--- src/rtl/pipe_ctrl_pkg.sv ---
// Shared constants and types for the pipeline controller: stall encodings,
// FSM states and the timeout-counter width helper.
package pipe_ctrl_pkg;

    localparam int STALL_WIDTH = 6;

    localparam logic STOP   = 1'b1;
    localparam logic NOSTOP = 1'b0;

    localparam logic [STALL_WIDTH-1:0] STALL_NONE     = 6'b000000;
    localparam logic [STALL_WIDTH-1:0] STALL_LOAD_USE = 6'b000111;
    localparam logic [STALL_WIDTH-1:0] STALL_MEM      = 6'b011111;

    typedef enum logic {
        PCTRL_RUN      = 1'b0,
        PCTRL_MEM_WAIT = 1'b1
    } pctrl_state_e;

    // A zero timeout still needs a 1-bit counter so the register is never empty.
    function automatic int tmo_width(input int timeout);
        return (timeout < 1) ? 1 : $clog2(timeout + 1);
    endfunction

endpackage

--- src/rtl/pipe_ctrl_if.sv ---
// Hazard/jump/bus handshake between the pipeline datapath (master) and the
// pipeline controller (slave).
interface pipe_ctrl_if
    import pipe_ctrl_pkg::*;
#(
    parameter int ADDR_WIDTH  = 32,
    parameter int RADDR_WIDTH = 5
);
    logic [RADDR_WIDTH-1:0] id_rs1_i;
    logic                   id_rs1_re_i;
    logic [RADDR_WIDTH-1:0] id_rs2_i;
    logic                   id_rs2_re_i;
    logic                   ex_inst_is_load_i;
    logic [RADDR_WIDTH-1:0] ex_rd_i;
    logic                   jump_req_i;
    logic [ADDR_WIDTH-1:0]  jump_addr_i;
    logic                   mem_req_i;
    logic                   mem_ack_i;
    logic [STALL_WIDTH-1:0] stall_o;
    logic                   flush_jump_o;
    logic [ADDR_WIDTH-1:0]  jump_addr_o;
    logic                   bus_err_o;

    modport master (
        output id_rs1_i, id_rs1_re_i, id_rs2_i, id_rs2_re_i,
               ex_inst_is_load_i, ex_rd_i, jump_req_i, jump_addr_i,
               mem_req_i, mem_ack_i,
        input  stall_o, flush_jump_o, jump_addr_o, bus_err_o
    );

    modport slave (
        input  id_rs1_i, id_rs1_re_i, id_rs2_i, id_rs2_re_i,
               ex_inst_is_load_i, ex_rd_i, jump_req_i, jump_addr_i,
               mem_req_i, mem_ack_i,
        output stall_o, flush_jump_o, jump_addr_o, bus_err_o
    );

endinterface

--- src/rtl/pipe_ctrl_hazard_det.sv ---
// Combinational load-use detector: the ID instruction needs a register that
// the load currently in EXE has not produced yet.
module pipe_hazard_det
    import pipe_ctrl_pkg::*;
#(
    parameter int RADDR_WIDTH = 5
) (
    input  logic [RADDR_WIDTH-1:0] id_rs1,
    input  logic                   id_rs1_re,
    input  logic [RADDR_WIDTH-1:0] id_rs2,
    input  logic                   id_rs2_re,
    input  logic                   ex_inst_is_load,
    input  logic [RADDR_WIDTH-1:0] ex_rd,
    output logic                   load_use
);

    logic rs1_hit;
    logic rs2_hit;

    assign rs1_hit = id_rs1_re && (id_rs1 == ex_rd);
    assign rs2_hit = id_rs2_re && (id_rs2 == ex_rd);

    // x0 is hardwired to zero, so a load targeting it never creates a hazard.
    assign load_use = ex_inst_is_load && (ex_rd != '0) && (rs1_hit || rs2_hit);

endmodule

--- src/rtl/pipe_ctrl.sv ---
// Central pipeline controller: stall/flush generation with a bus-wait FSM.
// Optional perf counters are enabled by defining PIPE_CTRL_PERF_EN.
module pipe_ctrl
    import pipe_ctrl_pkg::*;
#(
    parameter int ADDR_WIDTH  = 32,
    parameter int RADDR_WIDTH = 5,
    parameter int MEM_TIMEOUT = 255
) (
    input  logic        clk_i,
    input  logic        rst_i,
`ifdef PIPE_CTRL_PERF_EN
    output logic [31:0] perf_stall_cnt_o,
    output logic [31:0] perf_flush_cnt_o,
`endif
    pipe_ctrl_if.slave  ctrl
);

    localparam int TMO_W = tmo_width(MEM_TIMEOUT);

    pctrl_state_e           state_q, state_d;
    logic                   pend_q, pend_d;
    logic [ADDR_WIDTH-1:0]  pend_addr_q, pend_addr_d;
    logic [TMO_W-1:0]       tmo_cnt_q, tmo_cnt_d;

    logic                   load_use;
    logic                   timeout;
    logic [STALL_WIDTH-1:0] stall_c;
    logic                   flush_c;
    logic [ADDR_WIDTH-1:0]  addr_c;
    logic                   err_c;

    pipe_hazard_det #(
        .RADDR_WIDTH (RADDR_WIDTH)
    ) u_hazard (
        .id_rs1          (ctrl.id_rs1_i),
        .id_rs1_re       (ctrl.id_rs1_re_i),
        .id_rs2          (ctrl.id_rs2_i),
        .id_rs2_re       (ctrl.id_rs2_re_i),
        .ex_inst_is_load (ctrl.ex_inst_is_load_i),
        .ex_rd           (ctrl.ex_rd_i),
        .load_use        (load_use)
    );

    assign timeout = (MEM_TIMEOUT != 0) && (tmo_cnt_q == TMO_W'(MEM_TIMEOUT)) && !ctrl.mem_ack_i;

    // Priority: bus wait, then EXE jump, then load-use.
    always_comb begin
        stall_c     = STALL_NONE;
        flush_c     = 1'b0;
        addr_c      = '0;
        err_c       = 1'b0;
        state_d     = state_q;
        pend_d      = pend_q;
        pend_addr_d = pend_addr_q;
        tmo_cnt_d   = tmo_cnt_q;
        case (state_q)
            PCTRL_RUN: begin
                if (ctrl.mem_req_i && !ctrl.mem_ack_i) begin
                    stall_c   = STALL_MEM;
                    state_d   = PCTRL_MEM_WAIT;
                    tmo_cnt_d = TMO_W'(1);
                    if (ctrl.jump_req_i) begin
                        pend_d      = 1'b1;
                        pend_addr_d = ctrl.jump_addr_i;
                    end
                end else if (ctrl.jump_req_i) begin
                    flush_c = 1'b1;
                    addr_c  = ctrl.jump_addr_i;
                end else if (load_use) begin
                    stall_c = STALL_LOAD_USE;
                end
            end
            PCTRL_MEM_WAIT: begin
                if (ctrl.mem_ack_i || timeout) begin
                    state_d   = PCTRL_RUN;
                    tmo_cnt_d = '0;
                    err_c     = timeout;
                    pend_d    = 1'b0;
                    if (pend_q || ctrl.jump_req_i) begin
                        flush_c = 1'b1;
                        addr_c  = pend_q ? pend_addr_q : ctrl.jump_addr_i;
                    end
                end else begin
                    stall_c = STALL_MEM;
                    if (tmo_cnt_q != '1) begin
                        tmo_cnt_d = tmo_cnt_q + TMO_W'(1);
                    end
                    // The first jump seen during the wait is the one that gets issued.
                    if (ctrl.jump_req_i && !pend_q) begin
                        pend_d      = 1'b1;
                        pend_addr_d = ctrl.jump_addr_i;
                    end
                end
            end
            default: begin
                state_d = PCTRL_RUN;
            end
        endcase
    end

    always_ff @(posedge clk_i) begin
        if (rst_i) begin
            state_q     <= PCTRL_RUN;
            pend_q      <= 1'b0;
            pend_addr_q <= '0;
            tmo_cnt_q   <= '0;
        end else begin
            state_q     <= state_d;
            pend_q      <= pend_d;
            pend_addr_q <= pend_addr_d;
            tmo_cnt_q   <= tmo_cnt_d;
        end
    end

    assign ctrl.stall_o      = rst_i ? STALL_NONE : stall_c;
    assign ctrl.flush_jump_o = rst_i ? 1'b0 : flush_c;
    assign ctrl.jump_addr_o  = rst_i ? '0 : addr_c;
    assign ctrl.bus_err_o    = rst_i ? 1'b0 : err_c;

`ifdef PIPE_CTRL_PERF_EN
    logic [31:0] perf_stall_q;
    logic [31:0] perf_flush_q;

    always_ff @(posedge clk_i) begin
        if (rst_i) begin
            perf_stall_q <= '0;
            perf_flush_q <= '0;
        end else begin
            if (ctrl.stall_o != STALL_NONE) begin
                perf_stall_q <= perf_stall_q + 32'd1;
            end
            if (ctrl.flush_jump_o) begin
                perf_flush_q <= perf_flush_q + 32'd1;
            end
        end
    end

    assign perf_stall_cnt_o = perf_stall_q;
    assign perf_flush_cnt_o = perf_flush_q;
`endif

endmodule

--- src/flat_wrapper.sv ---
// flat-port wrapper written by rule: the top's interface ports become plain ports
module pipe_ctrl_flat import pipe_ctrl_pkg::*;
#(
    parameter int ADDR_WIDTH  = 32,
    parameter int RADDR_WIDTH = 5,
    parameter int MEM_TIMEOUT = 255
)
  (clk_i, rst_i, ctrl_id_rs1_i, ctrl_id_rs1_re_i, ctrl_id_rs2_i, ctrl_id_rs2_re_i, ctrl_ex_inst_is_load_i, ctrl_ex_rd_i, ctrl_jump_req_i, ctrl_jump_addr_i, ctrl_mem_req_i, ctrl_mem_ack_i, ctrl_stall_o, ctrl_flush_jump_o, ctrl_jump_addr_o, ctrl_bus_err_o);
  pipe_ctrl_if #(.ADDR_WIDTH(ADDR_WIDTH), .RADDR_WIDTH(RADDR_WIDTH)) ctrl_i ();
  input  logic clk_i;
  input  logic rst_i;
  input wire logic [$bits(ctrl_i.id_rs1_i)-1:0] ctrl_id_rs1_i;
  input wire logic [$bits(ctrl_i.id_rs1_re_i)-1:0] ctrl_id_rs1_re_i;
  input wire logic [$bits(ctrl_i.id_rs2_i)-1:0] ctrl_id_rs2_i;
  input wire logic [$bits(ctrl_i.id_rs2_re_i)-1:0] ctrl_id_rs2_re_i;
  input wire logic [$bits(ctrl_i.ex_inst_is_load_i)-1:0] ctrl_ex_inst_is_load_i;
  input wire logic [$bits(ctrl_i.ex_rd_i)-1:0] ctrl_ex_rd_i;
  input wire logic [$bits(ctrl_i.jump_req_i)-1:0] ctrl_jump_req_i;
  input wire logic [$bits(ctrl_i.jump_addr_i)-1:0] ctrl_jump_addr_i;
  input wire logic [$bits(ctrl_i.mem_req_i)-1:0] ctrl_mem_req_i;
  input wire logic [$bits(ctrl_i.mem_ack_i)-1:0] ctrl_mem_ack_i;
  output wire logic [$bits(ctrl_i.stall_o)-1:0] ctrl_stall_o;
  output wire logic [$bits(ctrl_i.flush_jump_o)-1:0] ctrl_flush_jump_o;
  output wire logic [$bits(ctrl_i.jump_addr_o)-1:0] ctrl_jump_addr_o;
  output wire logic [$bits(ctrl_i.bus_err_o)-1:0] ctrl_bus_err_o;
  assign ctrl_i.id_rs1_i = ctrl_id_rs1_i;
  assign ctrl_i.id_rs1_re_i = ctrl_id_rs1_re_i;
  assign ctrl_i.id_rs2_i = ctrl_id_rs2_i;
  assign ctrl_i.id_rs2_re_i = ctrl_id_rs2_re_i;
  assign ctrl_i.ex_inst_is_load_i = ctrl_ex_inst_is_load_i;
  assign ctrl_i.ex_rd_i = ctrl_ex_rd_i;
  assign ctrl_i.jump_req_i = ctrl_jump_req_i;
  assign ctrl_i.jump_addr_i = ctrl_jump_addr_i;
  assign ctrl_i.mem_req_i = ctrl_mem_req_i;
  assign ctrl_i.mem_ack_i = ctrl_mem_ack_i;
  assign ctrl_stall_o = ctrl_i.stall_o;
  assign ctrl_flush_jump_o = ctrl_i.flush_jump_o;
  assign ctrl_jump_addr_o = ctrl_i.jump_addr_o;
  assign ctrl_bus_err_o = ctrl_i.bus_err_o;
  pipe_ctrl #(.ADDR_WIDTH(ADDR_WIDTH), .RADDR_WIDTH(RADDR_WIDTH), .MEM_TIMEOUT(MEM_TIMEOUT)) u_core (.clk_i(clk_i), .rst_i(rst_i), .ctrl(ctrl_i));
endmodule
--- config.mk ---
export PLATFORM = sky130hd
export DESIGN_NAME = pipe_ctrl_flat
export DESIGN_NICKNAME = d
export VERILOG_FILES = /design/src/rtl/pipe_ctrl_pkg.sv /design/src/rtl/pipe_ctrl_if.sv /design/src/rtl/pipe_ctrl_hazard_det.sv /design/src/rtl/pipe_ctrl.sv /design/src/flat_wrapper.sv
export SDC_FILE = /design/constraint.sdc
export NUM_CORES = 1
export LEC_CHECK = 0
export CORE_MARGIN = 2
export CORE_UTILIZATION = 43
export CTS_BUF_LIST = sky130_fd_sc_hd__clkbuf_4 sky130_fd_sc_hd__clkbuf_8 sky130_fd_sc_hd__clkbuf_16
export DETAILED_ROUTE_END_ITERATION = 7
export PLACE_DENSITY = 0.77
export SYNTH_ARGS = -nofsm -noshare
export SYNTH_HDL_FRONTEND = slang
export SYNTH_HIERARCHICAL = 1
export SYNTH_SLANG_ARGS = --single-unit
--- constraint.sdc ---
create_clock -name clk_i -period 2.4 [get_ports clk_i]
set_input_delay 0.36 -clock clk_i [delete_from_list [all_inputs] [get_ports clk_i]]
set_output_delay 0.36 -clock clk_i [all_outputs]
set_load 0.02 [all_outputs]
Word level (Yosys, flattened, before mapping)
Index checks and enable logic that the tools add are counted.

storage, ports and cells
  flip-flop bits (word level) = 42
  bits of input ports = 55
  output and inout port bits = 40
  word-level logic and storage cells = 71

cells by class
  add/subtract/negate cells = 1
  equal/unequal tests = 10
  multiplexer cells = 39
  bitwise operators = 1
  reductions and logical operators = 16

operators with widths
  cell                                                    number
  two-way mux 32 bit                                      10
  one-hot mux 32 bit (2 select lines)                     2
  two-way mux 8 bit                                       3
  two-way mux 6 bit                                       3
  one-hot mux 8 bit (2 select lines)                      1
  two-way mux 1 bit                                       14
  one-hot mux 6 bit (2 select lines)                      1
  equality test 5 bit                                     2
  adder 8 x 1 -> 8 bit (second input constant)            1
  equality test 8 bit (second input constant)             1
  inequality test 8 bit (second input constant)           1
  logical AND 1 bit                                       7
  inequality test 2 bit (second input constant)           3
  inequality test 3 bit (second input constant)           2
  one-hot mux 1 bit (2 select lines)                      3
  two-way mux 5 bit                                       1
  nonzero test 5 bit                                      1
  AND reduction 4 bit                                     1
  logical OR 1 bit                                        3
  two-way mux 3 bit                                       1
  AND reduction 3 bit                                     1
  zero test 1 bit                                         2
  inequality test 2 x 1 -> 1 bit (second input constant)  1
  AND reduction 2 bit                                     1
  NOT 1 bit                                               1

Longest topological paths before layout
Gate-level depths: netlist of run 1.

  depth in word-level cells = 9
  mapped depth = 7
  gate-level depth less buffers = 6

By module
The synthesis of run 1 kept the hierarchy.

by module, submodules not included
  module           times used  cells each  area each (µm²)  sequential area each (µm²)
  pipe_ctrl        1           340         2536.2           840.8
  pipe_hazard_det  1           17          133.9            0.0

Least setup slack after synthesis of run 1
Ideal clock, no wire load.

  path kind = in2out
  start point = in ctrl_ex_rd_i[0]
  end point = out ctrl_stall_o[1]
  data arrival time = 2101 ps
  required time = 2040 ps
  path slack = -61 ps
  cell stages on the path = 7
  path buffers = 1
  cell sequence = xor2_1 nor4_2 nand3_1 a21oi_1 or3b_2 a21oi_1 buf_4

between the ends
  longest elaborated chain between the ends = 9
  elaborated cells on any way between the ends = 13
  those cells by class = 2 x eq/ne; 5 x mux; 6 x reduce/logical

ends and longest elaborated chain
  what                                           line                                                    text
  from (decl)                                    flat_wrapper.sv:17                                      input wire logic [$bits(ctrl_i.ex_rd_i)-1:0] ctrl_ex_rd_i;
  equality test 5 bit, on equally long branches  pipe_ctrl_hazard_det.sv:20, pipe_ctrl_hazard_det.sv:21
  logical AND 1 bit, on equally long branches    pipe_ctrl_hazard_det.sv:20, pipe_ctrl_hazard_det.sv:21
  logical OR 1 bit                               pipe_ctrl_hazard_det.sv:24                              assign load_use = ex_inst_is_load && (ex_rd != '0) && (rs1_hit || rs2_hit);
  logical AND 1 bit (*)                          pipe_ctrl_hazard_det.sv:24
  net u_core.load_use                            pipe_ctrl.sv:26                                         logic load_use;
  two-way mux 3 bit (*)                          pipe_ctrl.sv:70                                         end else if (load_use) begin
  two-way mux 6 bit (*)                          pipe_ctrl.sv:67                                         end else if (ctrl.jump_req_i) begin
  two-way mux 6 bit (*)                          pipe_ctrl.sv:59                                         if (ctrl.mem_req_i && !ctrl.mem_ack_i) begin
  one-hot mux 6 bit (2 select lines) (*)         pipe_ctrl.sv:57                                         case (state_q)
  two-way mux 6 bit (*)                          pipe_ctrl.sv:116                                        assign ctrl.stall_o = rst_i ? STALL_NONE : stall_c;
  to (decl)                                      flat_wrapper.sv:22                                      output wire logic [$bits(ctrl_i.stall_o)-1:0] ctrl_stall_o;

The timed path passes the listed nets; every way through them passes the cells marked *.

Final worst setup path of run 1
  start point = in ctrl_id_rs2_i[3]
  end point = out ctrl_stall_o[2]

between the ends
  longest elaborated chain between the ends = 9

ends and longest elaborated chain
  what                                line                        text
  from (decl)                         flat_wrapper.sv:14          input wire logic [$bits(ctrl_i.id_rs2_i)-1:0] ctrl_id_rs2_i;
  equality test 5 bit                 pipe_ctrl_hazard_det.sv:21  assign rs2_hit = id_rs2_re && (id_rs2 == ex_rd);
  logical AND 1 bit                   pipe_ctrl_hazard_det.sv:21
  logical OR 1 bit                    pipe_ctrl_hazard_det.sv:24
  logical AND 1 bit                   pipe_ctrl_hazard_det.sv:24
  net u_core.load_use                 pipe_ctrl.sv:26
  two-way mux 3 bit                   pipe_ctrl.sv:70
  two-way mux 6 bit                   pipe_ctrl.sv:67
  two-way mux 6 bit                   pipe_ctrl.sv:59
  one-hot mux 6 bit (2 select lines)  pipe_ctrl.sv:57
  two-way mux 6 bit                   pipe_ctrl.sv:116

The timed path passes the listed nets, and every way through them passes these cells.

==> summary.md, run 1 <==
| Metric | Value |
|---|---|
| Clock Pin Slew Worst Setup and Hold Paths | 0.08 ns |
| Via count | a little under 3000 |
| Total power | roughly 1900 uW |
| I/O Pins | 95 |
| Std cell rows | 28 |
| Hold Fails Final Rpt | 0 |
| Top cell type's share of synthesized area | 31.49% |
| Main synth FF type | dfxtp_1 |
| NetSw | between 400 and 500 uW |
| Mux contribution to synthesized area | roughly an eighth |
| CP Capture Type | output pin |
| Share of flip-flops with an asynchronous set or reset | 0% |
| Post-CTS setup buffers | 0 |
| Register area share after synthesis | around a third |
| Status | complete, no violations |
| Mean post-synth cell area | between 7 and 8 um^2 |
| Hold_buf cts | 0 |
| Xor/xnor cell area share of the yosys netlist | 3.936% |
| Synth-to-Final Area Change | 42.88% |
| Htree depth | 2 |
| I/O Buffers | 93 |
| Number of global-route vias before repair | ~2900 |
| Adder-cell area share of the yosys netlist | less than 1% |
| Post-synth EDFFs | 0 |
| RSZ-0062 raised after global routing | true |
| Initial DRC count | around 260 |
| Clk pwr share | between 30% and 40% |
| ANT cells | 0 |
| Yosys warns | 6 |
| Num CTS Buffers | 5 |
| Combinational family with the most area after synthesis | simple AND/OR/NAND/NOR gates |
| Max cap viols | 0 |
| Cell taking the most area after synthesis | dfxtp_1 |
| Setup TNS | 0 ns |
| Synth top area cells | dfxtp_1 (31%), mux2i_1 (12%), nand2_1 (10%) |
| Netlist Area Pre-Place | roughly 2700 um^2 |
| Gp weighted congestion | about 0.84 |
| Critical path startpoint category | input pin |
| First-pass GRT wire length | 13310 um |
| Most common cell in the synthesized netlist | nand2_1 |
| Pins Over Slew Limit | 0 |
| Switching Share | about a quarter |
| CP required | slightly above 2 ns |
| CTS Buffer Depth | 2 |
| Sequential share of power | 40.0% |
| Distinct cell type count after synthesis | 39 |
| Clock Latency Late Sink | about 0.3 ns |
| Setup violators final | 0 |
| Hold crit path type | reg2reg |
| Simple-gate area share of the yosys netlist | between 20% and 30% |
| Worst vdd ir | between 300 and 400 uV |
| Setup ws final | about 0.074 ns |
| Die X | around 83 um |
| Clk sinks | 42 |
| Leakage | about 0.0018 uW |
| Post-DR vias/cell | between 5 and 6 |
| Post-route design area | 3815 um^2 |
| Wire per inst | 15.62 um |
| Pint | ~1400 uW |
| Post-layout min period | between 2 and 2.5 ns |
| PD cells | around 500 nW/um^2 |
| Ratio of cells with drive above 1 in the final layout | 19.87% |
| GRT Overall Usage | roughly 23% |
| Crit path DAT | 1.97 ns |
| Post-layout net count | 503 |
| Largest net degree at the start of global routing | 45 |
| Die height | around 83 um |
| Fin crit share | a little over nine tenths |
| CTS tree | done |
| Power share of the combinational group | between 20% and 30% |
| DRC | 0 |
| Synth Area in Compound Gates | between 20% and 30% |
| Core area | 5956 um^2 |
| Post-Syn Nets | between 400 and 500 |
| Slew HR | 60.78% |
| Final wirelength | roughly 8000 um |
| Pin slew with the least headroom to its limit | ~0.59 ns |
| Synth cell count leaders | nand2_1 (71), dfxtp_1 (42), a21oi_1 (41) |
| Critical path class | in2out |
| Final antenna-violating net count | 0 |
| Yosys reg bits | 42 |
| Root buffer cell | clkbuf_8 |
| Layout Utilization | between 60 and 70% |
| DP Worst Slack | -0.7888 ns |
| Synthesized instance count | between 300 and 400 |
| Die footprint | slightly below 7000 um^2 |
| Initial antenna violation count | 0 |
| 1st-pass router iterations | 4 |
| Fmax | roughly 430 MHz |
| Initial Utilization | between 40% and 50% |
| Remaining Overflow, GRT | 0 |
| Post-DP HPWL | between 5000 and 6000 um |
| Setup Skew | ~0.0039 ns |
| Area post-placement | between 3000 and 4000 um^2 |
| Max FO, Critical Path | 3 |
-- what timing repair did --
item | 4_1_cts | 5_1_grt
pin swaps | 7 | 8
cloned | 1 | 0
gates resized for setup | 129 | 55
endpoints found under the hold margin | 0 | 0
endpoints found under the setup margin | 39 | 35
-- worst paths after layout --
kind / startpoint / endpoint / slack, ns / cells after the start
max reg2reg: u_core/tmo_cnt_q[0] / u_core/pend_addr_q[2] / 0.47 / 8
max: ctrl_id_rs2_i[3] / ctrl_stall_o[2] / 0.07 / 8
min reg2reg: u_core/pend_addr_q[4] / u_core/pend_addr_q[4] / 0.47 / 2
min: u_core/pend_addr_q[4] / u_core/pend_addr_q[4] / 0.47 / 2
-- worst max-delay path, cell delays in order --
cell and delay (ns):
dlymetal6s2s_1 0.14, xor2_1 0.15, nor4_1 0.31, nand3_1 0.13, a21oi_1 0.14, or3b_4 0.40
a21oi_4 0.20, buf_6 0.14
-- area by class of cell --
class | count | area (um^2)
clock buffers | 6 | 82.58
clock inverters | 2 | 60.06
fillers | 556 | 2141
inverters | 3 | 11.26
multi-input cells | 273 | 1662
flip-flops and latches | 42 | 840.8
well taps | 75 | 93.84
repair buffers | 122 | 1065
-- flip-flops by register name, indices dropped and copies added, names as in the netlist --
name	cells
u_core/tmo_cnt_q	8
u_core/pend_addr_q	32
u_core/pend_q	1
u_core/state_q	1
-- through the flow --
| stage | std cells | hold slack (ns) |
|---|---|---|
| 6_report | 523 | 0.4669 |
| 5_1_grt | 523 | 0.4862 |
| 4_1_cts | 523 | 0.4689 |
| 3_5_place_dp | 514 | 0.4559 |
| 3_3_place_gp | 514 | 0.4444 |
| 2_1_floorplan | 357 | 0.4327 |
-- power groups by stage --
stage | Sequential, uW | Clock [uW] | Combinational, uW
2_1_floorplan | 752 | 0 | 221
3_3_place_gp | 755 | 0 | 415
3_5_place_dp | 757 | 0 | 422
4_1_cts | 741 | 710 | 421
5_1_grt | 744 | 744 | 445
6_report | 741 | 699 | 413
-- routing by layer --
layer	vias up	track usage (%)	part of all wire, %
li1	1442	-	-
met1	1407	27.73	41
met2	95	39.59	52
met3	14	6.064	5.4
met4	0	7.154	1.8
met5	-	0	0
-- placed cells by master, fill, tap and decap left out, types with 3 or more instances in the layout --
cell type,count
nand2_1,71
dfxtp_1,42
clkdlybuf4s50_1,39
a21oi_1,39
o21ai_0,36
nand4_1,33
buf_4,32
mux2i_1,32
buf_2,20
dlymetal6s2s_1,10
nor2_1,10
clkbuf_2,8
xor2_1,7
clkbuf_8,6
buf_6,5
nand3_1,5
dlygate4sd2_1,4
a31oi_1,4
xnor2_1,4
and3_1,3
-- cells by family after synthesis --
group / Yosys count
XOR/XNOR: 12
AND/OR/NAND/NOR: 134
other: 1
flip-flops: 42
buffers and inverters: 42
AO/OA/AOI/OAI: 93
adder cells (fa/ha/maj): 1
multiplexers: 32
Note: power is estimated with default switching activity, not from simulation.
==> run 2, diff against run 1 <==
CAP_MARGIN = 0   (was not set)
==> results of run 2 <==
Final layout, timing and power as in run 1 (identical DEF).
==> run 3, diff against run 2 <==
PLACE_DENSITY = 0.92   (was 0.77)
SETUP_SLACK_MARGIN = 0.05   (was not set)
SYNTH_HIERARCHICAL = not set   (was 1)
==> run 3 against run 2 <==
Effect of this change:
- register-to-register slack got worse by 0.07 ns
- maximum frequency fell by 1.7%
- sequential share of layout area rose by 1.3 points
- final cell count fell by 5.9%
- die area fell by 13%
- critical path type is now reg2out
- largest cell class unchanged
==> summary.md, run 3 <==
| Metric | Value |
|---|---|
| Status | complete, no violations |
| 1st-pass router iterations | 4 |
| Share of flip-flops with an asynchronous set or reset | 0% |
| Die footprint | 5971 um^2 |
| Initial antenna violation count | 0 |
| Top cell type's share of synthesized area | approximately 36% |
| DRC | 0 |
| Slowest CP cell | dfxtp_2 |
| Crit path largest cell delay | between 0.3 and 0.4 ns |
| Critical path startpoint category | register |
| Die height | between 70 and 80 um |
| Pins Over Slew Limit | 0 |
| Clock Pin Slew Worst Setup and Hold Paths | about 0.08 ns |
| Non-Filler Instances | a little under 500 |
| CP required | between 2 and 2.5 ns |
| Root buffer cell | clkbuf_8 |
| Ratio of cells with drive above 1 in the final layout | 24.41% |
| Post-DR vias/cell | 5.309 |
| Most common cell in the synthesized netlist | nand2_1 |
| First-pass GRT wire length | 11210 um |
| ANT cells | 0 |
| GRT busiest layer | met2 |
| Number of global-route vias before repair | around 2500 |
| Fmax | around 420 MHz |
| Largest register FFs | 32 |
| Synth cell count leaders | nand2_1 (70), nor2_1 (49), dfxtp_1 (42) |
| GR Layer Usage met1 | around a quarter |
| Post-synth EDFFs | 0 |
| Final wirelength | 7187 um |
| Netlist Area Pre-Place | around 2300 um^2 |
| Synthesized instance count | between 300 and 400 |
| Worst vdd ir | between 300 and 400 uV |
| Max cap viols | 0 |
| Die X | roughly 77 um |
| Power share of the combinational group | a little over a quarter |
| CTS tree | done |
| Register area share after synthesis | between 30% and 40% |
| Setup ws final | approximately 0.033 ns |
| NetSw | around 450 uW |
| I/O Buffers | 93 |
| Clock Latency Late Sink | 0.29 ns |
| Sequential share of power | a little under half |
| Hold_buf cts | 0 |
| Minimum hold slack | 0.4574 ns |
| Synth top area cells | dfxtp_1 (36%), nand2_1 (11%), a22oi_1 (11%) |
| Met2 GRT Util | between 40 and 50% |
| Synth-to-Final Area Change | 56.75% |
| Yosys reg bits | 42 |
| CP Capture Type | output pin |
| Clk sinks | 42 |
| Setup TNS | 0 ns |
| Hold crit path type | reg2reg |
| Clk pwr share | ~28% |
| Top reg by flops | u_core.pend_addr_q |
| Cell Chain, Critical Path | ha_4 -> and3_4 -> nand4_1 -> a21oi_4 -> buf_12 -> clkbuf_16 -> a22oi_1 -> nor2_1 -> buf_4 |
| Post-layout min period | 2.367 ns |
| Post-layout net count | between 400 and 500 |
| Post-Syn Nets | 375 |
| RSZ-0062 raised after global routing | true |
| Largest net degree at the start of global routing | 59 |
| Std cell rows | 26 |
| Crit path DAT | around 2.0 ns |
| Setup violators final | 0 |
| Regs by FF count | u_core.pend_addr_q x32, u_core.tmo_cnt_q x8 |
| I/O Pins | 95 |
| Setup Skew | between 0.01 and 0.015 ns |
| Main synth FF type | dfxtp_1 |
| Critical path class | reg2out |
| Wire per inst | 14.61 um |
| Worst hold stages | 2 |
| Remaining Overflow, GRT | 0 |
| Most common cell after layout, fill and taps aside | nand2_1 |
| Initial DRC count | 87 |
| Hold Fails Final Rpt | 0 |
| Final antenna-violating net count | 0 |
| Distinct cell type count after synthesis | 37 |
| DP Worst Slack | -0.4995 ns |
| Placed cell count | about 480 |
| Switching Share | about 28% |
| GRT Overall Usage | 23.06% |
| Pint | between 1000 and 1500 uW |
| Htree depth | 2 |
| Core area | about 5000 um^2 |
| Mean post-synth cell area | roughly 7.2 um^2 |
| Most frequent cells in the layout | nand2_1 (70), buf_4 (56), clkdlybuf4s50_1 (50), nor2_1 (48) |
| PD cells | ~440 nW/um^2 |
| Initial Utilization | between 40% and 50% |
| Via count | 2612 |
| Leakage | roughly 0.0014 uW |
| Post-DP HPWL | slightly below 5000 um |
| M3 GR Usage | about 4.7% |
| Yosys warns | 0 |
| Num CTS Buffers | 5 |
| Fin crit share | between 90% and 100% |
| Gp weighted congestion | about 0.82 |
| CTS Buffer Depth | 2 |
| Cell taking the most area after synthesis | dfxtp_1 |
| Max FO, Critical Path | 8 |
| Worst Reg2Reg Path Length in Cells | 10 |
-- run 3: area by class of cell --
cell class | instances | area, um^2
Fill cell | 434 | 1521
Multi-Input combinational cell | 246 | 1419
Timing Repair Buffer | 123 | 1167
Sequential cell | 42 | 843.3
Tap cell | 70 | 87.58
Clock buffer | 6 | 76.32
Clock inverter | 2 | 13.76
Inverter | 3 | 11.26
-- run 3: metrics by stage --
stage          power (uW)  util [%]  area [um^2]
2_1_floorplan       933.3         -         2308
3_3_place_gp         1116     66.04         3395
3_5_place_dp         1127     66.04         3395
4_1_cts              1577     67.28         3458
5_1_grt              1674     70.40         3618
6_report             1602     70.40         3618
-- run 3: repair_timing --
item,in CTS,in global routing
pin swaps,4,26
endpoints found under the setup margin,39,37
setup buffers,2,0
gates resized for setup,167,44
gates cloned,2,1
-- run 3: cells by family after synthesis --
kind of cell	Yosys count	share of synthesized area [%]
and+or+nand+nor	141	25.53
AOI/OAI and AO/OA	92	25.96
DFF	42	36.42
buffers and inverters	31	7.209
xor gates and xnor gates	11	4.174
adders and majority gates	1	0.5419
other	1	0.1624
-- run 3: routing by layer --
layer | vias to the layer above | part of all wire [%] | routed length (um)
li1 | 1291 | - | -
met1 | 1224 | 40 | 2887
met2 | 87 | 53 | 3798
met3 | 10 | 5.4 | 386
met4 | 0 | 1.6 | 114
met5 | - | 0 | 0
-- run 3: final timing paths --
kind	startpoint	end	slack [ns]
max	u_core.tmo_cnt_q[1]	ctrl_jump_addr_o[1]	0.03
min	u_core.pend_addr_q[1]	u_core.pend_addr_q[1]	0.46
max reg2reg	u_core.tmo_cnt_q[1]	u_core.pend_addr_q[10]	0.40
min reg2reg	u_core.pend_addr_q[1]	u_core.pend_addr_q[1]	0.46
-- run 3: power by group through the flow --
stage,clock (uW),sequential (uW),combinational (uW)
after detailed placement,0,751,376
after CTS,454,736,387
after global placement,0,751,365
after floorplan,0,748,185
after global routing,487,741,446
final,448,738,416
-- run 3: critical path, delay by kind of cell (launching register included) --
kind,cells,cell delay [ns]
simple gates,3,0.48
buf+inv,3,0.46
flops,1,0.36
compound gates,2,0.29
fa+ha+maj,1,0.13
